==> config.mk <==
export PLATFORM = sky130hd
export DESIGN_NAME = crc_frame_ctrl
export DESIGN_NICKNAME = d
export VERILOG_FILES = /design/src/rtl/crc_frame_ctrl.sv
export SDC_FILE = /design/constraint.sdc
export NUM_CORES = 1
export LEC_CHECK = 0
export ABC_CLOCK_PERIOD_IN_PS = 2300
export CAP_MARGIN = 0
export CORE_MARGIN = 5
export CORE_UTILIZATION = 36
export CTS_BUF_LIST = sky130_fd_sc_hd__clkbuf_8
export CTS_CLUSTER_DIAMETER = 200
export DETAILED_ROUTE_END_ITERATION = 8
export PLACE_DENSITY = 0.76
export SYNTH_ARGS = -nofsm -noshare
export SYNTH_HDL_FRONTEND = slang
export SYNTH_SLANG_ARGS = --single-unit
==> constraint.sdc <==
create_clock -name clk -period 2.3 [get_ports clk]
set_clock_uncertainty 0.2 [all_clocks]
set_input_delay 0.46 -clock clk [delete_from_list [all_inputs] [get_ports clk]]
set_output_delay 0.46 -clock clk [all_outputs]
set_load 0.01 [all_outputs]
==> src/rtl/crc_frame_ctrl.sv <==
// crc_frame_ctrl: byte-stream sequencer for the bit-serial CRC-8 engine
// (x^8+x^4+1, zero init). Accepts one byte at a time, feeds it to the engine
// one bit per cycle, forwards the byte, then captures the CRC at frame end
// and clears the engine.
//
// Build option: define CRC_APPEND_EN to append the CRC as a trailing byte
// carrying m_last. Without it, the data byte carries m_last and the CRC is
// reported only on crc_result/crc_done.
module crc_frame_ctrl #(
  parameter int MSB_FIRST = 1
) (
  input  logic       clk,
  input  logic       rst,
  input  logic [7:0] s_data,
  input  logic       s_valid,
  input  logic       s_last,
  output logic       s_ready,
  output logic [7:0] m_data,
  output logic       m_valid,
  output logic       m_last,
  input  logic       m_ready,
  output logic       eng_rst,
  output logic       eng_data_in,
  output logic       eng_data_valid,
  input  logic [7:0] eng_crc,
  output logic [7:0] crc_result,
  output logic       crc_done,
  output logic       busy
);

  localparam logic [2:0] ST_IDLE  = 3'd0;
  localparam logic [2:0] ST_SHIFT = 3'd1;
  localparam logic [2:0] ST_OUT   = 3'd2;
  localparam logic [2:0] ST_CRC   = 3'd3;
  localparam logic [2:0] ST_CLR   = 3'd4;

  localparam bit LP_MSB = (MSB_FIRST != 0);

  logic [2:0] r_state;
  logic [2:0] w_state_nxt;
  logic [2:0] r_bit_cnt;
  logic [7:0] r_shift;
  logic [7:0] r_hold;
  logic       r_last;
  logic [7:0] r_crc_result;
  logic       r_crc_done;

  logic       w_s_hs;
  logic       w_m_hs;
  logic       w_crc_exit;

  assign w_s_hs = (r_state == ST_IDLE) && s_valid;
  assign w_m_hs = m_valid && m_ready;

`ifdef CRC_APPEND_EN
  // The CRC byte is a real output beat, so the CRC state waits for downstream.
  assign w_crc_exit = (r_state == ST_CRC) && m_ready;
`else
  // No CRC beat on the stream: the engine value is simply sampled for one cycle.
  assign w_crc_exit = (r_state == ST_CRC);
`endif

  // Next-state logic for the single-byte buffer sequencer.
  always_comb begin
    w_state_nxt = r_state;
    case (r_state)
      ST_IDLE:  if (w_s_hs) w_state_nxt = ST_SHIFT;
      ST_SHIFT: if (r_bit_cnt == 3'd7) w_state_nxt = ST_OUT;
      ST_OUT:   if (w_m_hs) w_state_nxt = r_last ? ST_CRC : ST_IDLE;
      ST_CRC:   if (w_crc_exit) w_state_nxt = ST_CLR;
      ST_CLR:   w_state_nxt = ST_IDLE;
      default:  w_state_nxt = ST_IDLE;
    endcase
  end

  // State register; reset abandons any partial frame.
  always_ff @(posedge clk) begin
    if (rst) r_state <= ST_IDLE;
    else     r_state <= w_state_nxt;
  end

  // Bit counter: restarts on acceptance, counts the eight SHIFT cycles.
  always_ff @(posedge clk) begin
    if (rst)                      r_bit_cnt <= 3'd0;
    else if (w_s_hs)              r_bit_cnt <= 3'd0;
    else if (r_state == ST_SHIFT) r_bit_cnt <= r_bit_cnt + 3'd1;
  end

  // Serializer: loaded on acceptance, moves one bit per SHIFT cycle.
  always_ff @(posedge clk) begin
    if (w_s_hs) begin
      r_shift <= s_data;
    end else if (r_state == ST_SHIFT) begin
      if (LP_MSB) r_shift <= {r_shift[6:0], 1'b0};
      else        r_shift <= {1'b0, r_shift[7:1]};
    end
  end

  // Output hold register and frame-end flag, captured with the accepted byte.
  always_ff @(posedge clk) begin
    if (rst) begin
      r_hold <= 8'h00;
      r_last <= 1'b0;
    end else if (w_s_hs) begin
      r_hold <= s_data;
      r_last <= s_last;
    end
  end

  // CRC capture at frame end; done pulses in the CLR cycle alongside the new result.
  always_ff @(posedge clk) begin
    if (rst) begin
      r_crc_result <= 8'h00;
      r_crc_done   <= 1'b0;
    end else begin
      r_crc_done <= w_crc_exit;
      if (w_crc_exit) r_crc_result <= eng_crc;
    end
  end

  // Handshake, engine control and stream output decode from the current state.
  always_comb begin
    s_ready        = (r_state == ST_IDLE);
    busy           = (r_state != ST_IDLE);
    eng_rst        = rst || (r_state == ST_CLR);
    eng_data_valid = (r_state == ST_SHIFT);
    eng_data_in    = (r_state == ST_SHIFT) && (LP_MSB ? r_shift[7] : r_shift[0]);
`ifdef CRC_APPEND_EN
    m_valid        = (r_state == ST_OUT) || (r_state == ST_CRC);
    m_data         = (r_state == ST_CRC) ? eng_crc : r_hold;
    m_last         = (r_state == ST_CRC);
`else
    m_valid        = (r_state == ST_OUT);
    m_data         = r_hold;
    m_last         = (r_state == ST_OUT) && r_last;
`endif
    crc_result     = r_crc_result;
    crc_done       = r_crc_done;
  end

endmodule

# After elaboration in Yosys (flattened, before gate mapping)
# Cells that the tools add are included.
dict set report word_totals {
  ff_bits 32
  in_bits 21
}
dict set report classes {
  n_reduce_logical 10
  muxes 7
  eq_ne 8
  addsub 1
}
# cell count
set op_table {}
lappend op_table {{$mux W8} 2}
lappend op_table {{$pmux W3 S4} 1}
lappend op_table {{$mux W3} 3}
lappend op_table {{$eq A3 B2 Y1 const B} 2}
lappend op_table {{$eq A3 B3 Y1 const B} 2}
lappend op_table {{$ne A2 B1 Y1 const B} 3}
lappend op_table {{$logic_and A1 B1 Y1} 4}
lappend op_table {{$add A3 B1 Y3 const B} 1}
lappend op_table {{$eq A3 B1 Y1 const B} 1}
lappend op_table {{$logic_not A3 Y1} 1}
lappend op_table {{$reduce_and A3 Y1} 1}
lappend op_table {{$reduce_bool A3 Y1} 1}
lappend op_table {{$mux W2} 1}
lappend op_table {{$reduce_bool A2 Y1} 1}
lappend op_table {{$reduce_or A2 Y1} 1}
lappend op_table {{$logic_or A1 B1 Y1} 1}

# Depth between registers and ports, before layout
# Gate-level depths: netlist (run 1).
dict set report depth {
  depth_word 4
  mapped_depth 6
}

# Worst setup path before layout (run 1)
# Ideal clock, no wire load.
dict set report synth_path {
  path_type {reg2reg}
  start {reg r_state[1]}
  end {reg r_shift[2] (data pin)}
  stages_incl_launch_ff 7
  setup_ns 0.254
  setup_slack_ns 0.549
  synth_period_minus_slack_ns 1.751
  arrival_time_ns 1.298
  path_buffers 3
  cell_sequence {dfxtp_1 buf_6 or4b_4 buf_6 buf_6 nand2_1 nand2_1}
}
dict set report synth_between {
  elab_chain_len 3
}
# element line
set synth_lines {}
lappend synth_lines {{start, declared} 39} ;# logic [2:0] r_state;
lappend synth_lines {{start signal, assigned} 79} ;# else r_state <= w_state_nxt;
lappend synth_lines {{$logic_not A3 Y1} 52} ;# assign w_s_hs = (r_state == ST_IDLE) && s_valid;
lappend synth_lines {{$logic_and A1 B1 Y1} 52}
lappend synth_lines {{$mux W8} 91} ;# if (w_s_hs) begin
lappend synth_lines {{end signal, assigned} 92} ;# r_shift <= s_data;
lappend synth_lines {{end signal, assigned} 94} ;# if (LP_MSB) r_shift <= {r_shift[6:0], 1'b0};
lappend synth_lines {{end signal, assigned} 95} ;# else r_shift <= {1'b0, r_shift[7:1]};
lappend synth_lines {{end, declared} 42} ;# logic [7:0] r_shift;
# Every way passes these cells.
# A chain may end at the register's enable or synchronous reset.

# Worst setup path in the final report (run 1)
dict set report layout_path {
  start {reg r_state[0]}
  end {out eng_data_in}
}
dict set report layout_between {
  elab_chain_len 2
}
# element line
set layout_lines {}
lappend layout_lines {{$eq A3 B1 Y1} 127} ;# eng_data_in = (r_state == ST_SHIFT) && (LP_MSB ? r_shift[7] : r_shift[0]);
lappend layout_lines {{$logic_and A1 B1 Y1} 127}
lappend layout_lines {{end, declared} 23} ;# output logic eng_data_in,
# Every way passes these cells.

==> results.cfg, run 1 <==
[outcome]
status = finished, final reports clean

[detailed_routing]
vias = 1013
drc = 0
viasPerCell = 4.52
firstDrtPassIters = 4
drt_iter0_drc = 42
drt-total-wl_mm = 2.77
postRouteAntennaNets = 0
wl_per_cell_um = 12.4

[finish]
drive_above_1_share_pct = 12.9
fin_area_sq_mm = 0.00192
final_util_pct = 56.1
mostFrequentLayoutCells = clkdlybuf4s50_1, nand2_1, dfxtp_1
area_growth_pct = 46.9
final_common_cell = clkdlybuf4s50_1
fin_nets = 200
antennaDiodeCount = 0

[cts]
post_cts_buffers = 0
post_cts_resized = 6
clockRootBuffer = clkbuf_8
numClockSinks = 32
clockBufferDepth = 2
cts_tree = done
numCtsBuffers = 5
clkLatencyLatePin_ns = 0.28
holdBufCountCts = 0
clk_pin_slew_ns = 0.07
htree_num_levels = 2

[sta]
fin_setup_tns_ns = 0
drv_slew = 0
setup_viol = 0
timing.fmax_mhz = 448
period_share_pct = 97.1
rsz0062_at_grt = no
period_needed_ns = 2.23
hold_viol_final = 0
setup_ws_ns = 0.0677
tightest_slew_ns = 0.589
relSlewSlack_pct = 60.6

[power_and_ir_drop]
power_frac_seq_pct = 48.0
pwr-share-comb_pct = 12.0
clock_power_share_pct = 40.0
total_power_mw = 1.31
switchingPower_mw = 0.287
vdd_drop_max_uv = 518
leakage_nw = 0.820
p_per_area_mw_per_mm2 = 684
internal_power_mw = 1.02
swShare_pct = 21.9

[floorplan]
design.die.area_sq_mm = 0.00493
initial_core_util_pct = 38.2
fp-row-count = 21
io_pins = 45
core_area_sq_mm = 0.00342
die_height_um = 70.2
die_w_um = 70.2

[critical_path]
end_kind = output port
path_cells = nor3b_4 > and2_1 > clkdlybuf4s50_1
worst_ep_arrival_time_ns = 1.57
start_kind = flip-flop
slowest_delay_ns = 0.53
crit_fanout = 5
cp_slowest_cell = clkdlybuf4s50_1
worstSetupPathType = reg -> out
required_ns = 1.64

[synth]
ys_ff_latch = 32
syn_area_per_cell_sq_um = 10.0
postSynthCellCount = 130
ys_seq_area_share_pct = 55.3
syn_area_sq_mm = 0.00130
netlist-cell-type-count = 27
synth_fp_nets = 153
ys_warn_count = 0

[global_route]
use_met1_pct = 11.8
gr-usage-met2_pct = 20.7
grt_use_met3_pct = 4.45
grt_overflow = 0
antenna_found_initial = 0
grt_pass1_vias = 1065
busiest_layer = met2
grt_use_total_pct = 11.5
grt_pass1_wl_mm = 4.53
grt_max_degree = 25

[place]
routabilityCongestion = 0.703
place_area_sq_mm = 0.00178
dp_hpwl_mm = 2.07
dpl_worst_slack_ns = 0.0799
io_buffers = 44

[hold_path]
hold_class = reg -> reg

[flow_run]
cap_violations = 0
## sequential cells by signal (all words and copies together), names as in the netlist
| register | flops |
|---|---|
| r_bit_cnt | 3 |
| r_shift | 8 |
| crc_done | 1 |
| r_last | 1 |
| m_data | 8 |
| r_state | 3 |
| crc_result | 8 |
## Yosys cell counts
| cell | number | area (sq um) |
|---|---|---|
| buf_6 | 3 | 33.8 |
| inv_1 | 4 | 15.0 |
| a221oi_1 | 1 | 8.76 |
| nor3b_1 | 1 | 7.51 |
| ha_1 | 2 | 25.0 |
| buf_4 | 1 | 7.51 |
| nor2_1 | 12 | 45.0 |
| xnor2_1 | 1 | 8.76 |
| nor3_1 | 5 | 25.0 |
| nand3b_1 | 1 | 7.51 |
| a21o_1 | 1 | 7.51 |
| nor4b_4 | 1 | 23.8 |
| clkbuf_1 | 3 | 11.3 |
| buf_2 | 3 | 15.0 |
| nor3b_4 | 1 | 18.8 |
| dfxtp_1 | 24 | 480 |
| and2_1 | 1 | 6.26 |
| mux2i_1 | 10 | 100 |
| nor4bb_1 | 1 | 10.0 |
| and3b_1 | 1 | 8.76 |
| nand2_1 | 32 | 120 |
| a21oi_1 | 9 | 45.0 |
| or4b_4 | 1 | 13.8 |
| edfxtp_1 | 8 | 240 |
| nand2b_1 | 1 | 6.26 |
| a31oi_1 | 1 | 6.26 |
| or2_2 | 1 | 6.26 |
## final timing paths
kind,from,slack (ns),to,cells after the start
worst min register to register,m_data[4],0.26,m_data[4],2
worst max-delay path,r_state[0],0.07,eng_data_in,3
worst max register to register,r_state[2],0.54,crc_result[0],4
worst min-delay path,m_data[4],0.26,m_data[4],2
## worst max-delay path: cells and delay by family (launching register included)
family        cells  cell delay [ns]
buf+inv           1             0.53
flops             1             0.39
simple gates      2             0.38
## metal layers
metal	vias up	part of all wire, %
met2	36	50
met3	5	7.2
met4	0	1.3
li1	526	-
met1	446	41
met5	-	0
## cell families after synthesis
| family | synth area share [%] |
|---|---|
| simple gates | 22.9 |
| flops | 55.3 |
| buf+inv | 6.33 |
| compound gates | 5.18 |
| mux | 7.68 |
| fa+ha+maj | 1.92 |
| xor+xnor | 0.672 |
## power groups by stage
stage,registers [mW],clock network (mW),logic [mW]
6_report,0.628,0.524,0.157
2_1_floorplan,0.639,0,0.0799
3_5_place_dp,0.640,0,0.159
5_1_grt,0.631,0.566,0.172
4_1_cts,0.628,0.541,0.160
3_3_place_gp,0.638,0,0.154
## stage by stage
stage               std cells  hold slack, ns
floorplan                 130           0.240
global placement          216           0.245
detailed placement        216           0.248
CTS                       224           0.258
global route              224           0.278
finish                    224           0.260
## area by class of cell
| cell class | count | area, sq um |
|---|---|---|
| Fill cell | 301 | 1500 |
| Sequential cell | 32 | 727 |
| Multi-Input combinational cell | 84 | 520 |
| Timing Repair Buffer | 50 | 484 |
| Clock buffer | 5 | 68.8 |
| Tap cell | 46 | 57.6 |
| Clock inverter | 3 | 42.5 |
| Inverter | 4 | 15.0 |
(Power assumes the default switching activity.)
==> run 2: changes to the inputs <==
- SETUP_SLACK_MARGIN: unset -> 0.1
==> results.cfg, run 2 (synthesized netlist as in run 1, its figures left out) <==
[finish]
final_common_cell = clkdlybuf4s50_1
drive_above_1_share_pct = 12.9
area_growth_pct = 47.0
antennaDiodeCount = 0
fin_nets = 200
fillers = 301
mostFrequentLayoutCells = clkdlybuf4s50_1, nand2_1, dfxtp_1

[detailed_routing]
drt-total-wl_mm = 2.77
vias = 1014
postRouteAntennaNets = 0
firstDrtPassIters = 4
wl_per_cell_um = 12.4
viasPerCell = 4.53
drt_iter0_drc = 41
drc = 0

[sta]
holdWs_ns = 0.259
period_needed_ns = 2.11
rsz0062_at_grt = no
timing.fmax_mhz = 475
hold_viol_final = 0
tightest_slew_ns = 0.589
drv_slew = 0
relSlewSlack_pct = 60.6
setup_viol = 0
period_share_pct = 91.6
fin_setup_tns_ns = 0

[critical_path]
required_ns = 1.64
worst_r2r_startpoint = r_state[2]
cp_slowest_cell = clkdlybuf4s50_1
worstSetupPathType = reg -> out
crit_fanout = 5
path_cells = nor3b_4 > clkdlybuf4s50_1
critPathLaunch = r_state[0]
start_kind = flip-flop
end_kind = output port
worst_ep_arrival_time_ns = 1.45
slowest_delay_ns = 0.56

[flow_run]
cap_violations = 0

[floorplan]
design.die.area_sq_mm = 0.00493
io_pins = 45
core_area_sq_mm = 0.00342
die_height_um = 70.2
initial_core_util_pct = 38.2
die_w_um = 70.2
fp-row-count = 21

[power_and_ir_drop]
internal_power_mw = 1.02
pwr-share-comb_pct = 11.9
leakage_nw = 0.862
swShare_pct = 22.0
power_frac_seq_pct = 48.0
switchingPower_mw = 0.288
vdd_drop_max_uv = 519
clock_power_share_pct = 40.1
p_per_area_mw_per_mm2 = 682

[hold_path]
hold_start = m_data[4]
hold_class = reg -> reg

[cts]
clk_pin_slew_ns = 0.07
cts_tree = done
numCtsBuffers = 5
clkLatencyLatePin_ns = 0.28
numClockSinks = 32
clockBufferDepth = 2
post_cts_buffers = 0
htree_num_levels = 2
clockRootBuffer = clkbuf_8

[outcome]
status = finished, final reports clean

[place]
io_buffers = 44
routabilityCongestion = 0.703
dp_hpwl_mm = 2.07

[global_route]
grt_pass1_vias = 1064
grt_use_total_pct = 11.4
antenna_found_initial = 0
grt_max_degree = 25
grt_overflow = 0
grt_pass1_wl_mm = 4.51
==> run 2: cell count changes in the layout (fill, tap and decap cells not counted) <==
| cell | change |
|---|---|
| dlymetal6s2s_1 | +2 |
| clkdlybuf4s50_1 | -5 |
| dlygate4sd2_1 | +3 |
==> run 2: final timing paths <==
path	endpoint	slack [ns]	cells past startpoint
worst min register to register	m_data[4]	0.26	2
worst max-delay path	eng_data_valid	0.19	2
worst max register to register	crc_result[0]	0.54	4
worst min-delay path	m_data[4]	0.26	2
==> run 2: cell type report <==
class                   instances  area, sq um  share of cell area, %
multi-input cells              84          520                   27.2
well taps                      46         57.6                   3.00
flip-flops and latches         32          727                   37.9
clock buffers                   5         68.8                   3.59
clock inverters                 3         42.5                   2.22
inverters                       4         15.0                  0.783
repair buffers                 50          485                   25.3
==> run 2: timing repair <==
action                                  CTS  global route
hold buffers                              0             0
gates resized for setup                  11             2
endpoints found under the setup margin    7             2
endpoints found under the hold margin     0             0
cloned                                    0             0
==> run 2: power by group through the flow <==
stage / combinational [mW] / clock (mW) / sequential (mW)
after floorplan: 0.0799 / 0 / 0.639
after global placement: 0.154 / 0 / 0.638
after detailed placement: 0.159 / 0 / 0.640
after CTS: 0.159 / 0.541 / 0.628
after global routing: 0.170 / 0.566 / 0.631
final: 0.155 / 0.525 / 0.628
==> run 2: critical path, delay by kind of cell, from the launching register on <==
kind | cells | cell delay (ns)
buffers and inverters | 1 | 0.56
DFF | 1 | 0.39
and+or+nand+nor | 1 | 0.22
==> run 2: metrics by stage <==
stage	util (%)	setup WS (ns)	area, sq um	cells	power, mW
after detailed placement	52.1	0.0799	1780	216	0.800
after global routing	56.1	0.147	1920	224	1.37
after global placement	52.1	0.0952	1780	216	0.792
after floorplan	-	0.549	1300	130	0.719
after CTS	56.0	0.0508	1910	224	1.33
final	56.1	0.193	1920	224	1.31
==> run 2: per-layer routing <==
metal,track usage [%],vias up,share of wire (%)
met5,0,-,0
met4,4.47,0,1.1
met3,4.45,5,7.0
met2,20.7,34,51
met1,11.8,449,41
li1,-,526,-
==> RTL edit, RTL diff (settings of run 2) <==
Add a define of `CRC_APPEND_EN`.
--- a/src/rtl/crc_frame_ctrl.sv
+++ b/src/rtl/crc_frame_ctrl.sv
@@ -6,6 +6,8 @@
 // Build option: define CRC_APPEND_EN to append the CRC as a trailing byte
 // carrying m_last. Without it, the data byte carries m_last and the CRC is
 // reported only on crc_result/crc_done.
+`define CRC_APPEND_EN
+
 module crc_frame_ctrl #(
   parameter int MSB_FIRST = 1
 ) (
Formal check against the unedited RTL: not equivalent (a bounded check fails within 10 cycles, from zero or initial values and one cycle with rst high).
==> RTL edit against run 2 <==
Design area grew 6.6%; power shrank 9.9%; clock power shrank 26%; non-clock buffer count grew 6; die area grew 6.0%; area after synthesis grew 7.0%; wire length grew 22%; synthesized cell count grew 17%; worst setup slack lost 40 ps; sequential cell count is the same.
==> RTL edit: results (changes against run 2) <==
finish:
  drive_above_1_share: 0.159  # +0.0302
  nFillCells: 370  # +23%
  buf_share: 0.260  # +0.00638
  nMultiInputCombCells: 107  # +27%
  multi_input_area_sq_um: 631  # +21%
  final_nets: 230  # +15%
grt:
  grt_pass1_vias: 1200  # +13%
  grt_start_max_net_pins: 24  # -4.0%
  grt_use_total: 0.135  # +0.0202
setup_path:
  crit_fanout: 4  # -1
yosys:
  synth.distinct_cells: 29  # +7.4%
  yosysSeqAreaShare: 0.517  # -0.0362
  synth_area_leaders: "dfxtp_1, edfxtp_1, nand2_1"
  synth_area_per_cell_sq_um: 9.18  # -8.5%
  yosys-top-cells-count: "nand2_1, dfxtp_1, a21oi_1"
route:
  drtIter0Drc: 111  # +170%
  wl_per_cell_microns: 13.3  # +7.2%
  via_per_inst: 4.75  # +4.8%
  drt-total-wl_mm: 3.39  # +22%
placed_design:
  gp_congestion: 0.750  # +6.7%
  pre_cts_slack_ps: -12.2  # -92.1 ps
  place_hpwl_mm: 2.53  # +22%
sta:
  maxSlewHeadroom: 0.796  # +0.190
outcome:
  status: "completed"
pwr:
  ir_drop_uv: 412  # -21%
==> RTL edit: path summary, 6_finish.rpt <==
path	end	slack, ps	cells past startpoint	startpoint
worst max register to register	r_shift[5]$_DFFE_PP_	390	4	r_state[1]$_SDFFE_PP0P_
worst min register to register	r_hold[5]$_SDFFE_PP0P_	260	2	r_hold[5]$_SDFFE_PP0P_
worst min-delay path	r_hold[5]$_SDFFE_PP0P_	260	2	r_hold[5]$_SDFFE_PP0P_
worst max-delay path	m_last	150	3	r_state[2]$_SDFFE_PP0P_
==> RTL edit: cell families after synthesis <==
group                    share of synthesized area
AND/OR/NAND/NOR                              0.238
flip-flops                                   0.517
AO/OA/AOI/OAI                               0.0933
buffers and inverters                       0.0493
multiplexers                                0.0789
adder cells (fa/ha/maj)                     0.0179
XOR/XNOR                                   0.00628
==> RTL edit: layer usage <==
metal	vias up	track usage	share of wire	routed length (microns)
met5	-	0	0	0
met4	0	0.0438	0.012	42
met3	4	0.0623	0.084	283
met2	39	0.218	0.48	1610
met1	547	0.157	0.43	1450
li1	620	-	-	-
==> RTL edit: worst max-delay path, cell delays in order, from the launching register on <==
cell             delay, ps
dfxtp_2                330
nand3b_2               260
inv_1                   80
clkdlybuf4s50_1        540
==> RTL edit: through the flow <==
step	area (sq um)	TNS [ps]	utilization	total power [uW]
final	2040	0	0.550	1180
after global routing	2040	0	0.550	1230
after CTS	2030	0	0.545	1200
after detailed placement	1930	-20.6	0.520	808
after global placement	1930	-41.5	0.520	803
after floorplan	1400	0	-	710
==> RTL edit: power breakdown <==
part	internal, uW	switching [uW]	leakage (uW)
logic	90.7	73.2	0.000583
registers	611	13.8	0.000278
clock network	199	191	0.0000466
total	900	278	0.000907
